## config.mk

```make
export PLATFORM = sky130hd
export DESIGN_NAME = pc_redirect_arbiter
export DESIGN_NICKNAME = d
export VERILOG_FILES = /design/src/rtl/pc_redirect_arbiter_pkg.sv /design/src/rtl/pc_redirect_arbiter_prio_enc_lsb.sv /design/src/rtl/pc_redirect_arbiter.sv
export SDC_FILE = /design/constraint.sdc
export NUM_CORES = 1
export LEC_CHECK = 0
export BUFFER_PORTS_ARGS = -buffer_cell sky130_fd_sc_hd__buf_2
export CAP_MARGIN = 20
export CORE_MARGIN = 3
export CORE_UTILIZATION = 36
export DETAILED_ROUTE_END_ITERATION = 6
export PLACE_DENSITY = 0.86
export SYNTH_ARGS = -nofsm -noshare
export SYNTH_HDL_FRONTEND = slang
export SYNTH_SLANG_ARGS = --single-unit
```

## constraint.sdc

```tcl
create_clock -name clk -period 1.8 [get_ports clk]
set_input_delay 0.09 -clock clk [delete_from_list [all_inputs] [get_ports clk]]
set_output_delay 0.09 -clock clk [all_outputs]
set_load 0.01 [all_outputs]
```

## src/rtl/pc_redirect_arbiter_pkg.sv

```systemverilog
// Shared types and constants for the PC redirect arbiter: FSM states,
// redirect source indices and target alignment.
package pc_redirect_arbiter_pkg;

  typedef enum logic [1:0] {
    ST_IDLE  = 2'd0,
    ST_ISSUE = 2'd1,
    ST_DRAIN = 2'd2
  } arb_state_e;

  // Source index doubles as age: lower index = older pipeline stage.
  localparam int unsigned SRC_TRAP   = 0;
  localparam int unsigned SRC_XRET   = 1;
  localparam int unsigned SRC_BRANCH = 2;
  localparam int unsigned SRC_JUMP   = 3;

  // Number of low target-address bits forced to zero.
  localparam int unsigned ALIGN_BITS = 2;

endpackage

```

## src/rtl/pc_redirect_arbiter_prio_enc_lsb.sv

```systemverilog
// Lowest-set-bit priority encoder: index of the lowest asserted request
// plus an any-request flag.
module prio_enc_lsb #(
  parameter int N  = 4,
  parameter int IW = (N > 1) ? $clog2(N) : 1
) (
  input  logic [N-1:0]  req_i,
  output logic [IW-1:0] idx_o,
  output logic          any_o
);

  always_comb begin
    idx_o = '0;
    for (int i = N - 1; i >= 0; i--) begin
      if (req_i[i]) idx_o = IW'(i);
    end
  end

  assign any_o = |req_i;

endmodule

```

## src/rtl/pc_redirect_arbiter.sv

```systemverilog
// Age-ordered PC redirect arbiter driving the PCU jump interface, with a
// post-issue drain window in which only older requests may preempt.
module pc_redirect_arbiter
  import pc_redirect_arbiter_pkg::*;
#(
  parameter int N_SRC        = 4,
  parameter int AW           = 32,
  parameter int DRAIN_CYCLES = 2
) (
  input  logic                     clk,
  input  logic                     reset,
  input  logic                     halt_i,
  input  logic [N_SRC-1:0]         req_i,
  input  logic [N_SRC*AW-1:0]      addr_i,
  output logic [N_SRC-1:0]         ack_o,
  output logic [N_SRC-1:0]         taken_o,
  input  logic                     pcu_ready_i,
  output logic                     jump_flag_o,
  output logic [AW-1:0]            jump_addr_o,
  output logic [$clog2(N_SRC)-1:0] grant_idx_o,
  output logic                     busy_o
);

  localparam int IW = $clog2(N_SRC);
  localparam int CW = (DRAIN_CYCLES > 0) ? $clog2(DRAIN_CYCLES + 1) : 1;
  localparam logic [CW-1:0] CNT_LOAD = CW'((DRAIN_CYCLES > 0) ? DRAIN_CYCLES - 1 : 0);

  arb_state_e     state_q, state_d;
  logic           flag_q, flag_d;
  logic [AW-1:0]  addr_q, addr_d;
  logic [IW-1:0]  grant_q, grant_d;
  logic [CW-1:0]  cnt_q, cnt_d;

  logic [IW-1:0]    sel;
  logic             sel_any;
  logic [N_SRC-1:0] older_mask;
  logic [N_SRC-1:0] younger;
  logic             older_any;
  logic             load;
  logic [AW-1:0]    addr_arr [N_SRC];

  prio_enc_lsb #(.N(N_SRC), .IW(IW)) u_sel (
    .req_i (req_i),
    .idx_o (sel),
    .any_o (sel_any)
  );

  for (genvar g = 0; g < N_SRC; g++) begin : g_addr
    assign addr_arr[g] = addr_i[g*AW +: AW];
  end

  always_comb begin
    for (int j = 0; j < N_SRC; j++) older_mask[j] = (j < int'(grant_q));
  end

  assign younger   = req_i & ~older_mask;
  assign older_any = |(req_i & older_mask);

  always_comb begin
    state_d = state_q;
    flag_d  = flag_q;
    addr_d  = addr_q;
    grant_d = grant_q;
    cnt_d   = cnt_q;
    ack_o   = '0;
    taken_o = '0;
    load    = 1'b0;

    case (state_q)
      ST_IDLE: begin
        if (!halt_i && sel_any) load = 1'b1;
      end
      ST_ISSUE: begin
        ack_o = younger;
        if (older_any) begin
          load = 1'b1;
        end else if (pcu_ready_i) begin
          flag_d = 1'b0;
          if (DRAIN_CYCLES == 0) begin
            state_d = ST_IDLE;
          end else begin
            state_d = ST_DRAIN;
            cnt_d   = CNT_LOAD;
          end
        end
      end
      ST_DRAIN: begin
        ack_o = younger;
        if (older_any) begin
          load = 1'b1;
        end else if (cnt_q == '0) begin
          state_d = ST_IDLE;
        end else begin
          cnt_d = cnt_q - CW'(1);
        end
      end
      default: state_d = ST_IDLE;
    endcase

    // When older requests exist, sel is necessarily one of them.
    if (load) begin
      ack_o[sel]   = 1'b1;
      taken_o[sel] = 1'b1;
      flag_d       = 1'b1;
      addr_d       = {addr_arr[sel][AW-1:ALIGN_BITS], {ALIGN_BITS{1'b0}}};
      grant_d      = sel;
      state_d      = ST_ISSUE;
    end

    // A request cycle cut short by reset must not look consumed to the source.
    if (reset) begin
      ack_o   = '0;
      taken_o = '0;
    end
  end

  always_ff @(posedge clk) begin
    if (reset) begin
      state_q <= ST_IDLE;
      flag_q  <= 1'b0;
      addr_q  <= '0;
      grant_q <= '0;
      cnt_q   <= '0;
    end else begin
      state_q <= state_d;
      flag_q  <= flag_d;
      addr_q  <= addr_d;
      grant_q <= grant_d;
      cnt_q   <= cnt_d;
    end
  end

  assign jump_flag_o = flag_q;
  assign jump_addr_o = addr_q;
  assign grant_idx_o = grant_q;
  assign busy_o      = (state_q != ST_IDLE);

endmodule
```

== Word-level counts from Yosys, hierarchy flattened ==
Index checks and enable logic that the tools add are counted.

* Bits in latches: 0
* RAM bits: 0
* Output and inout port bits: 44
* ROM bits: 0
* Bits in registers: 37
* Logic and storage cells: 81
* Memories kept: 0
* Bits of input ports: 136

* Muxes and demuxes: 32
* Eq/ne operators: 13
* Shift operators: 0
* Div/mod/pow operators: 0
* Reductions and logical operators: 17
* Magnitude comparators: 6
* Add/sub/neg operators: 1
* Multipliers: 0
* Bitwise logic cells: 6

{| class="wikitable"
|+ Operator list
! cell !! count
|-
| binary-select mux 32 bit (select 2 bit) || 1
|-
| two-way mux 32 bit || 2
|-
| two-way mux 2 bit || 12
|-
| two-way mux 4 bit || 5
|-
| AND reduction 5 bit || 3
|-
| inequality test 2 bit, second input constant || 6
|-
| inequality test 3 bit, second input constant || 4
|-
| two-way mux 1 bit || 8
|-
| nonzero test 2 bit || 4
|-
| OR reduction 4 bit || 2
|-
| one-hot mux 2 bit (3 select lines) || 1
|-
| bitwise AND 4 x 3 -> 4 bit || 1
|-
| bitwise AND 4 bit || 1
|-
| logical NOT 2 bit || 2
|-
| < comparator 1 x 2 -> 1 bit, first input constant || 2
|-
| NOT 3 -> 4 bit || 1
|-
| OR 4 bit || 1
|-
| one-hot mux 2 bit (2 select lines) || 1
|-
| OR reduction 2 bit || 2
|-
| greater-or-equal comparator 3 bit, second input constant || 1
|-
| < comparator 2 x 3 -> 1 bit, second input constant || 1
|-
| NOT 2 -> 3 bit || 1
|-
| AND reduction 3 bit || 1
|-
| demux 1 bit (select 2 bit) || 1
|-
| 10 further kinds || 11
|}

== Longest topological paths before layout ==
Gate-level depths: netlist (run 1).

* Depth after elaboration: 11
* Mapped depth: 9
* Mapped depth without buffers: 7

== Hierarchy ==
From an unflattened synthesis (run 1), not the netlist that was laid out.

* Cell total of the unflattened synthesis: 250
* Area total of the unflattened synthesis: 2,393.5 um^2

{| class="wikitable"
|+ By module, submodules not included
! module !! instances !! sequential area each (um^2) !! area an instance (um^2) !! cells an instance
|-
| pc_redirect_arbiter || 1 || 740.7 || 2,358.5 || 243
|-
| prio_enc_lsb || 1 || 0.0 || 35.0 || 7
|}

== Worst setup path after synthesis (run 1) ==
OpenSTA, ideal clock, no wires.

* Path type: flip-flop to output port
* Start point: reg state_q[1]
* End point: out ack_o[2]
* Path slack: -0.194 ns
* Arrival time: 1.904 ns
* Data required time: 1.710 ns
* Path buffers: 1
* Cell stages (with the launch flop): 9
* Cells stage by stage: dfxtp_1 > inv_1 > ha_1 > inv_1 > or4b_1 > a21oi_1 > buf_6 > nand2_1 > o21ai_0

* Longest elaborated chain between the ends: 6
* Elaborated cells on any way between the ends: 9
* Classes of those cells: eq/ne (2); mux (4); bitwise (1); reduce/logical (2)

{| class="wikitable"
|+ RTL lines
! what !! line !! RTL
|-
| from (decl) || pc_redirect_arbiter.sv:28 || <nowiki>arb_state_e state_q, state_d;</nowiki>
|-
| from (signal assigned) || pc_redirect_arbiter.sv:125 || <nowiki>state_q <= state_d;</nowiki>
|-
| == test 2 bit / == test 2 x 1 -> 1 bit (equally long branches) || pc_redirect_arbiter.sv:69 || <nowiki>case (state_q)</nowiki>
|-
| OR reduction 2 bit (no line) || n/a ||
|-
| two-way mux 4 bit || pc_redirect_arbiter.sv:69 ||
|-
| OR 4 bit (no line) || n/a ||
|-
| two-way mux 4 bit (*) || pc_redirect_arbiter.sv:101 || <nowiki>if (load) begin</nowiki>
|-
| two-way mux 4 bit (*) || pc_redirect_arbiter.sv:111 || <nowiki>if (reset) begin</nowiki>
|-
| to (decl) || pc_redirect_arbiter.sv:15 || <nowiki>output logic [N_SRC-1:0] ack_o,</nowiki>
|}

Mark *: on every way between the ends. The rest lies on a longest branch, timed or not.

== Worst setup path in the final report (run 1) ==
* Start point: reg state_q[0]
* End point: out ack_o[0]

Same word-level chain as after synthesis.

==> summary.md, run 1 <==
| Metric | Value |
|---|---|
| Status | `finished with violations` |
| Failing checks | `negative setup slack` |
| Wire per inst | `18.0 um` |
| CP max FO | `6` |
| DP Wirelength | `5.81 mm` |
| Fin nets | `505` |
| Asr flop ratio synth | `0%` |
| Critical path, cell by cell | `inv_2, ha_4, inv_4, or4b_4, a21oi_4, nor3b_4, a41o_2, buf_6` |
| Global-route wire length before repair | `12.4 mm` |
| Worst Path Arrival | `2.11 ns` |
| Top-count cell post-synth | `dfxtp_1` |
| Yosys cell types | `45` |
| GRT Residual Overflow | `0` |
| Area Overhead vs Synth | `56.2%` |
| CP Class | `reg -> out` |
| Clk pin slew, worst setup/hold paths | `0.07 ns` |
| Reg power frac | `38.0%` |
| Die Y | `85.7 um` |
| Post-synthesis sequential area ratio | `32.4%` |
| Largest stage delay on the critical path | `0.52 ns` |
| Initial drt markers | `72` |
| CP max stage cell | `or4b_4` |
| CTS H-tree depth | `2` |
| Layout cell share with drive strength beyond 1 | `70.1%` |
| Clock Sink Count | `37` |
| Worst rel slew slack | `58.0%` |
| Crit path time final | `2.20 ns` |
| CTS tree | `yes` |
| Slew Viols, Final | `0` |
| Filler Cell Count | `509` |
| VDD IR max | `0.000348 V` |
| Drt total wl | `7.92 mm` |
| Reg2Reg Depth | `11` |
| Combinational share of power | `38.3%` |
| Row cnt | `28` |
| Worst Skew | `0.00885 ns` |
| Port Buffers | `169` |
| Register bit total from synthesis | `37` |
| WP buf/inv | `3` |
| Vias | `2,419` |
| Vias in the first global route | `2,609` |
| Hold Crit Depth | `2` |
| DRT Pass-1 Iters | `4` |
| Vias per cell | `5.50` |
| Gr usage total | `21.4%` |
| Max clock buf depth | `2` |
| Top cells by area, synth | `dfxtp_1 (32%), mux4_2 (30%), a22o_1 (11%)` |
| Clock network power share | `23.7%` |
| Leak Pwr | `1.70 nW` |
| Final setup vio count | `41` |
| Num CTS Buffers | `5` |
| Sw Share | `31.4%` |
| Placement Cell Area | `3270 um2` |
| Top post-synthesis cells by count | `dfxtp_1 (37), mux4_2 (30), a22o_1 (28)` |
| Final critical-path share of the clock period | `122%` |
| Antenna violations before repair | `0` |
| Max Freq | `454 MHz` |
| Top Ports | `180` |
| Starting Density | `37.9%` |
| Number of synthesis warnings | `0` |
| Syn Inst Count | `182` |
| Antenna-violating nets left | `0` |
| Setup ws final | `-0.404 ns` |
| Top-area cell type share of the netlist area | `32.4%` |
| Design area | `3570 um2` |
| Max-cap violations | `0` |
| Power Density | `728 nW/um2` |
| Primary FF master, synth | `dfxtp_1` |
| RSZ-0062 raised after global routing | `true` |
| Clk root buf | `clkbuf_8` |
| Sw Pwr | `815 uW` |
| Cell taking the most area after synthesis | `dfxtp_1` |
| Worst-Margin Slew | `0.623 ns` |
| CP Data Required Time | `1.71 ns` |
| Ant diodes | `0` |
| Die area | `7340 um2` |
| Largest net degree at the start of global routing | `34` |
| Placer's final routability congestion estimate | `0.830` |
| Worst Hold Class | `in -> reg` |
| Clock Latency Late Sink | `0.29 ns` |
| Final Hold Viols | `0` |
| Number of flops mapped to enable cells by yosys | `0` |
| Synth Cell Area | `2290 um2` |
| Die W | `85.7 um` |
| P_int | `1.78 mW` |
| CP endpoint kind | `primary output` |
| Critical Path Start Type | `flop` |
| Core Area | `6030 um2` |
| Tot Pwr | `2.60 mW` |
| # DRC | `0` |
| Crit path depth | `8` |
| CP delay by family, top | `simple AND/OR/NAND/NOR gates` |
| Syn Area/Cell | `12.6 um2` |
## worst register-to-register path, stage by stage (launching register included)
cell and delay, ns:
dfxtp_2 0.34, inv_2 0.08, ha_4 0.15, inv_4 0.03, or4b_4 0.52, a21oi_4 0.22
buf_4 0.15, buf_4 0.10, buf_6 0.09, buf_12 0.13, o31ai_1 0.09, a21oi_1 0.13
## placed cells by master (no fill, tap or decap), drive strengths merged, types with 2 or more instances in the layout
cell / netlist / layout
buf: 14 / 186
dfxtp: 37 / 37
a22o: 31 / 31
mux4: 30 / 30
inv: 10 / 10
and3: 2 / 6
clkbuf: 2 / 6
nor2: 6 / 6
nand2: 5 / 5
ha: 5 / 5
a21oi: 5 / 5
o211ai: 3 / 3
o21ai: 3 / 3
or4b: 2 / 2
nor2b: 2 / 2
a21o: 2 / 2
mux2i: 2 / 2
o31ai: 2 / 2
conb: 1 / 2
clkinv: 0 / 2
## layout make-up
| cell class | count | area (um2) | share of cell area [%] |
|---|---|---|---|
| inverters | 10 | 40.0 | 1.12 |
| clock inverters | 2 | 13.8 | 0.386 |
| clock buffers | 6 | 82.6 | 2.31 |
| well taps | 75 | 93.8 | 2.63 |
| repair buffers | 186 | 1060 | 29.7 |
| flip-flops and latches | 37 | 743 | 20.8 |
| multi-input cells | 124 | 1540 | 43.1 |
## metrics by stage
stage | setup WS, ns | hold WS, ns | TNS (ns) | cells | util (%)
after detailed placement | -0.0934 | 0.380 | -0.318 | 422 | 54.3
after global placement | -0.0237 | 0.371 | -0.0283 | 422 | 54.3
after CTS | -0.372 | 0.0768 | -4.47 | 439 | 58.2
after global routing | -0.512 | 0.0805 | -8.98 | 440 | 59.2
final | -0.404 | 0.0808 | -5.65 | 440 | 59.2
after floorplan | -0.0317 | 0.173 | -0.843 | 183 | -
## sequential cells by signal (all words and copies together) (netlist names)
signal,cells
jump_flag_o,1
grant_idx_o,2
cnt_q,2
state_q,2
jump_addr_o,30
## repair_timing
action,4_1_cts,5_1_grt
hold buffers,0,0
pin swaps,6,9
gates resized for setup,15,11
endpoints found under the setup margin,41,44
endpoints found under the hold margin,0,0
setup buffers,6,3
gates cloned,4,0
## per-layer routing
| metal | global-route usage, % | up-vias | routed length, um |
|---|---|---|---|
| li1 | - | 1107 | - |
| met5 | 0 | - | 0 |
| met2 | 41.3 | 107 | 4470 |
| met3 | 4.32 | 8 | 488 |
| met1 | 23.2 | 1197 | 2850 |
| met4 | 6.47 | 0 | 105 |
## cell families (layout without fill, tap and decap cells)
family / after synthesis / in the layout / synth area share [%]
multiplexers: 33 / 33 / 30.9
other: 1 / 2 / 0.164
adder cells (fa/ha/maj): 5 / 5 / 2.74
buffers and inverters: 26 / 204 / 7.72
AO/OA/AOI/OAI: 55 / 55 / 19.5
AND/OR/NAND/NOR: 25 / 29 / 6.57
flip-flops: 37 / 37 / 32.4
## final timing paths
check,from,end,slack (ns)
max,state_q[0]$_SDFFE_PP0P_,ack_o[0],-0.40
min,reset,cnt_q[0]$_SDFFE_PP0P_,0.08
max reg2reg,state_q[0]$_SDFFE_PP0P_,jump_flag_o$_SDFFE_PP0P_,-0.28
min reg2reg,state_q[0]$_SDFFE_PP0P_,state_q[0]$_SDFFE_PP0P_,0.48
## power groups by stage
stage	Clock (mW)	Sequential (mW)	Combinational (mW)
after CTS	0.634	0.983	0.952
final	0.617	0.988	0.995
after floorplan	0	1.04	0.495
after detailed placement	0	1.00	0.873
after global placement	0	0.994	0.849
after global routing	0.671	0.999	1.07
(Power assumes the default switching activity.)
==> run 2: changes to the inputs <==
CORE_UTILIZATION = 40   (was 36)
PLACE_DENSITY = 0.89   (was 0.86)
SYNTH_HIERARCHICAL = 1   (was not set)
clock period = 2.35 ns   (was 1.8 ns; I/O delays follow)
==> run 2 against run 1 <==
Effect of this change:
- the run now ends clean
- register-to-register slack better by 0.72 ns
- global-route usage rose by 0.34 points
- count of clock-buffer cells in the layout up 1
- sequential power is 28% lower
- synthesized cell count increased by 37%
- final cell count rose by 10%
- first-iteration DRC count up 76%
- total power shrank 34%
- flip-flop and latch count unchanged
- cell area shrank 4.8%
- sequential share of layout area increased by 1.1 points
- largest power group is now sequential cells
- highest routed layer unchanged
==> summary.md, run 2 <==
| Metric | Value |
|---|---|
| Status | `completed` |
| Fin nets | `553 (+9.5%)` |
| Top Ports | `180 (unchanged)` |
| Filler Cell Count | `500 (-1.8%)` |
| Power Density | `508 nW/um2 (-30%)` |
| Slew Viols, Final | `0 (unchanged)` |
| Primary FF master, synth | `dfxtp_1` |
| Reg2Reg Depth | `8 (-3)` |
| CP delay by family, top | `compound AO/OA/AOI/OAI gates` |
| Worst-Margin Slew | `0.807 ns (+0.184 ns)` |
| Yosys cell types | `39 (-13%)` |
| Top post-synthesis cells by count | `nand2_1 (67), dfxtp_1 (37), a21oi_1 (35)` |
| Worst rel slew slack | `46.2% (-12 points)` |
| Layout cell share with drive strength beyond 1 | `54.2% (-16 points)` |
| Worst hold path startpoint | `addr_i[7]` |
| CP max FO | `5 (-1)` |
| Top cells by area, synth | `dfxtp_1 (31%), mux4_2 (28%), nand2_1 (11%)` |
| Asr flop ratio synth | `0% (unchanged)` |
| Critical path, cell by cell | `inv_1, ha_4, o211a_1, a31oi_4, a21o_1, or3_1, a21oi_1, buf_2` |
| Number of synthesis warnings | `6 (+6)` |
| GRT Residual Overflow | `0 (unchanged)` |
| Commonest non-fill, non-tap cell in the layout | `buf_2` |
| Tot Pwr | `1.73 mW (-34%)` |
| Max-cap violations | `0 (unchanged)` |
| Largest net degree at the start of global routing | `46 (+35%)` |
| Crit path time final | `2.25 ns` |
| Antenna violations before repair | `0 (unchanged)` |
| Final setup vio count | `0 (-100%)` |
| Top-count cell post-synth | `nand2_1` |
| Port Buffers | `169 (unchanged)` |
| DP Wirelength | `5.94 mm (+2.3%)` |
| RSZ-0062 raised after global routing | `false` |
| Largest stage delay on the critical path | `0.35 ns (-0.17 ns)` |
| Cell taking the most area after synthesis | `dfxtp_1` |
| Global-route wire length before repair | `12.4 mm (+0.50%)` |
| Critical Path Start Type | `flop` |
| Worst Path Arrival | `2.13 ns (+0.02 ns)` |
| Clk root buf | `clkbuf_8` |
| Wire per inst | `15.3 um (-15%)` |
| Synth Cell Area | `2390 um2 (+4.7%)` |
| # DRC | `0 (unchanged)` |
| Worst Hold Class | `in -> reg` |
| Post-CTS setup buffers | `0 (-6)` |
| WP buf/inv | `2 (-1)` |
| FF-to-FF Start | `state_q[0]$_SDFFE_PP0P_` |
| Starting Density | `42.4% (+4.5 points)` |
| Clock Latency Late Sink | `0.28 ns (about the same)` |
| Clock Sink Count | `37 (unchanged)` |
| RR Endpoint | `state_q[0]$_SDFFE_PP0P_` |
| Die Y | `83.4 um (-2.7%)` |
| Vias per cell | `5.25 (-4.5%)` |
| Final Hold Viols | `0 (unchanged)` |
| # resized after CTS | `1 (-14)` |
| Num CTS Buffers | `5 (unchanged)` |
| Placer's final routability congestion estimate | `0.811 (-2.3%)` |
| Worst Skew | `0.00725 ns (-0.00160 ns)` |
| Hold Path End | `jump_addr_o[7]$_SDFFE_PP0N_` |
| DRT Pass-1 Iters | `4 (unchanged)` |
| Clk pin slew, worst setup/hold paths | `0.07 ns (about the same)` |
| Syn Inst Count | `250 (+37%)` |
| Leak Pwr | `1.58 nW (-7.1%)` |
| CP Class | `reg -> out` |
| Gr usage total | `21.7% (+0.34 points)` |
| Top-area cell type share of the netlist area | `30.9% (-1.5 points)` |
| Vias | `2,547 (+5.3%)` |
| Max Freq | `444 MHz` |
| Cts hold-fix bufs | `0 (unchanged)` |
| Final critical-path share of the clock period | `95.7%` |
| Hold Crit Depth | `4 (+2)` |
| Max reg flops | `30 (unchanged)` |
| Core Area | `5640 um2 (-6.4%)` |
| Area Overhead vs Synth | `42.0%` |
| Initial drt markers | `127 (+76%)` |
| Setup TNS | `0 ns (+5.65 ns)` |
| CTS tree | `yes` |
| Number of flops mapped to enable cells by yosys | `0 (unchanged)` |
| VDD IR max | `0.000274 V (-21%)` |
| Post-synthesis sequential area ratio | `30.9% (-1.5 points)` |
| R2R Setup Slk | `0.44 ns (+0.72 ns)` |
| Syn Area/Cell | `9.57 um2 (-24%)` |
| Register bit total from synthesis | `37 (unchanged)` |
| CP max stage cell | `dfxtp_2` |
| Setup ws final | `0.100 ns (+0.504 ns)` |
| Vias in the first global route | `2,671 (+2.4%)` |
| Max clock buf depth | `2 (unchanged)` |
| Dpl ws | `0.279 ns (+0.373 ns)` |
| CP Data Required Time | `2.23 ns (+0.52 ns)` |
| Commonest cells after routing, fill and taps aside | `buf_2 (169), nand2_1 (67), a21oi_1 (35), dfxtp_1 (35), mux4_2 (30)` |
| Ant diodes | `0 (unchanged)` |
| CTS H-tree depth | `2 (unchanged)` |
| CP endpoint kind | `primary output` |
| Row cnt | `27 (-3.6%)` |
| Die area | `6950 um2 (-5.4%)` |
| Die W | `83.4 um (-2.7%)` |
| Antenna-violating nets left | `0 (unchanged)` |
| Drt total wl | `7.41 mm (-6.4%)` |
==> run 2: worst max path at each step <==
stage / from / endpoint / slack, ns / depth (start not counted)
final: state_q[0]$_SDFFE_PP0P_ / ack_o[0] / 0.1 / 8
after global routing: state_q[0]$_SDFFE_PP0P_ / ack_o[0] / 0.006 / 8
after CTS: state_q[0]$_SDFFE_PP0P_ / taken_o[1] / 0.03 / 8
after detailed placement: state_q[0]$_SDFFE_PP0P_ / taken_o[1] / 0.28 / 8
after global placement: state_q[0]$_SDFFE_PP0P_ / taken_o[1] / 0.33 / 8
after floorplan: state_q[0]$_SDFFE_PP0P_ / ack_o[2] / 0.40 / 8
==> run 2: through the flow <==
stage | hold WS (ns) | cells | instance area, um2 | util (%)
2_1_floorplan | 0.385 | 251 | 2400 | -
3_3_place_gp | 0.440 | 477 | 3290 | 58.3
3_5_place_dp | 0.444 | 477 | 3290 | 58.3
4_1_cts | 0.298 | 485 | 3390 | 60.0
5_1_grt | 0.309 | 485 | 3400 | 60.2
6_report | 0.306 | 485 | 3400 | 60.2
==> run 2: routing by layer <==
metal,vias to the layer above,wire (um),track usage [%]
met5,-,0,0
met4,0,105,7.58
met3,10,469,4.07
met2,109,4190,41.9
met1,1204,2650,23.3
li1,1224,-,-
==> run 2: logic make-up after synthesis <==
group | synth area share [%]
DFF | 30.9
muxes | 29.1
and+or+nand+nor | 16.5
buffers and inverters | 6.48
adders and majority gates | 2.61
AOI/OAI and AO/OA | 14.2
other | 0.157
==> run 2: final cells by class <==
cell class	instances	area, um2	share of cell area, %
multi-input cells	183	1530	45.1
repair buffers	176	915	26.9
flip-flops and latches	37	743	21.9
well taps	72	90.1	2.65
clock buffers	7	76.3	2.25
inverters	9	33.8	0.994
clock inverters	1	7.51	0.221
==> run 2: tightest hold or removal path: cells and delay by family <==
family,cells,cell delay [ns]
and+or+nand+nor,1,0.05
buffers and inverters,1,0.07
AOI/OAI and AO/OA,1,0.10
muxes,1,0.21
==> run 2: power by group <==
| part | total, mW | internal, mW | switching (mW) | leakage, nW |
|---|---|---|---|---|
| sequential | 0.716 | 0.686 | 0.0305 | 0.304 |
| clock | 0.418 | 0.210 | 0.209 | 0.0385 |
| combinational | 0.591 | 0.300 | 0.291 | 1.23 |
| total | 1.73 | 1.20 | 0.530 | 1.58 |
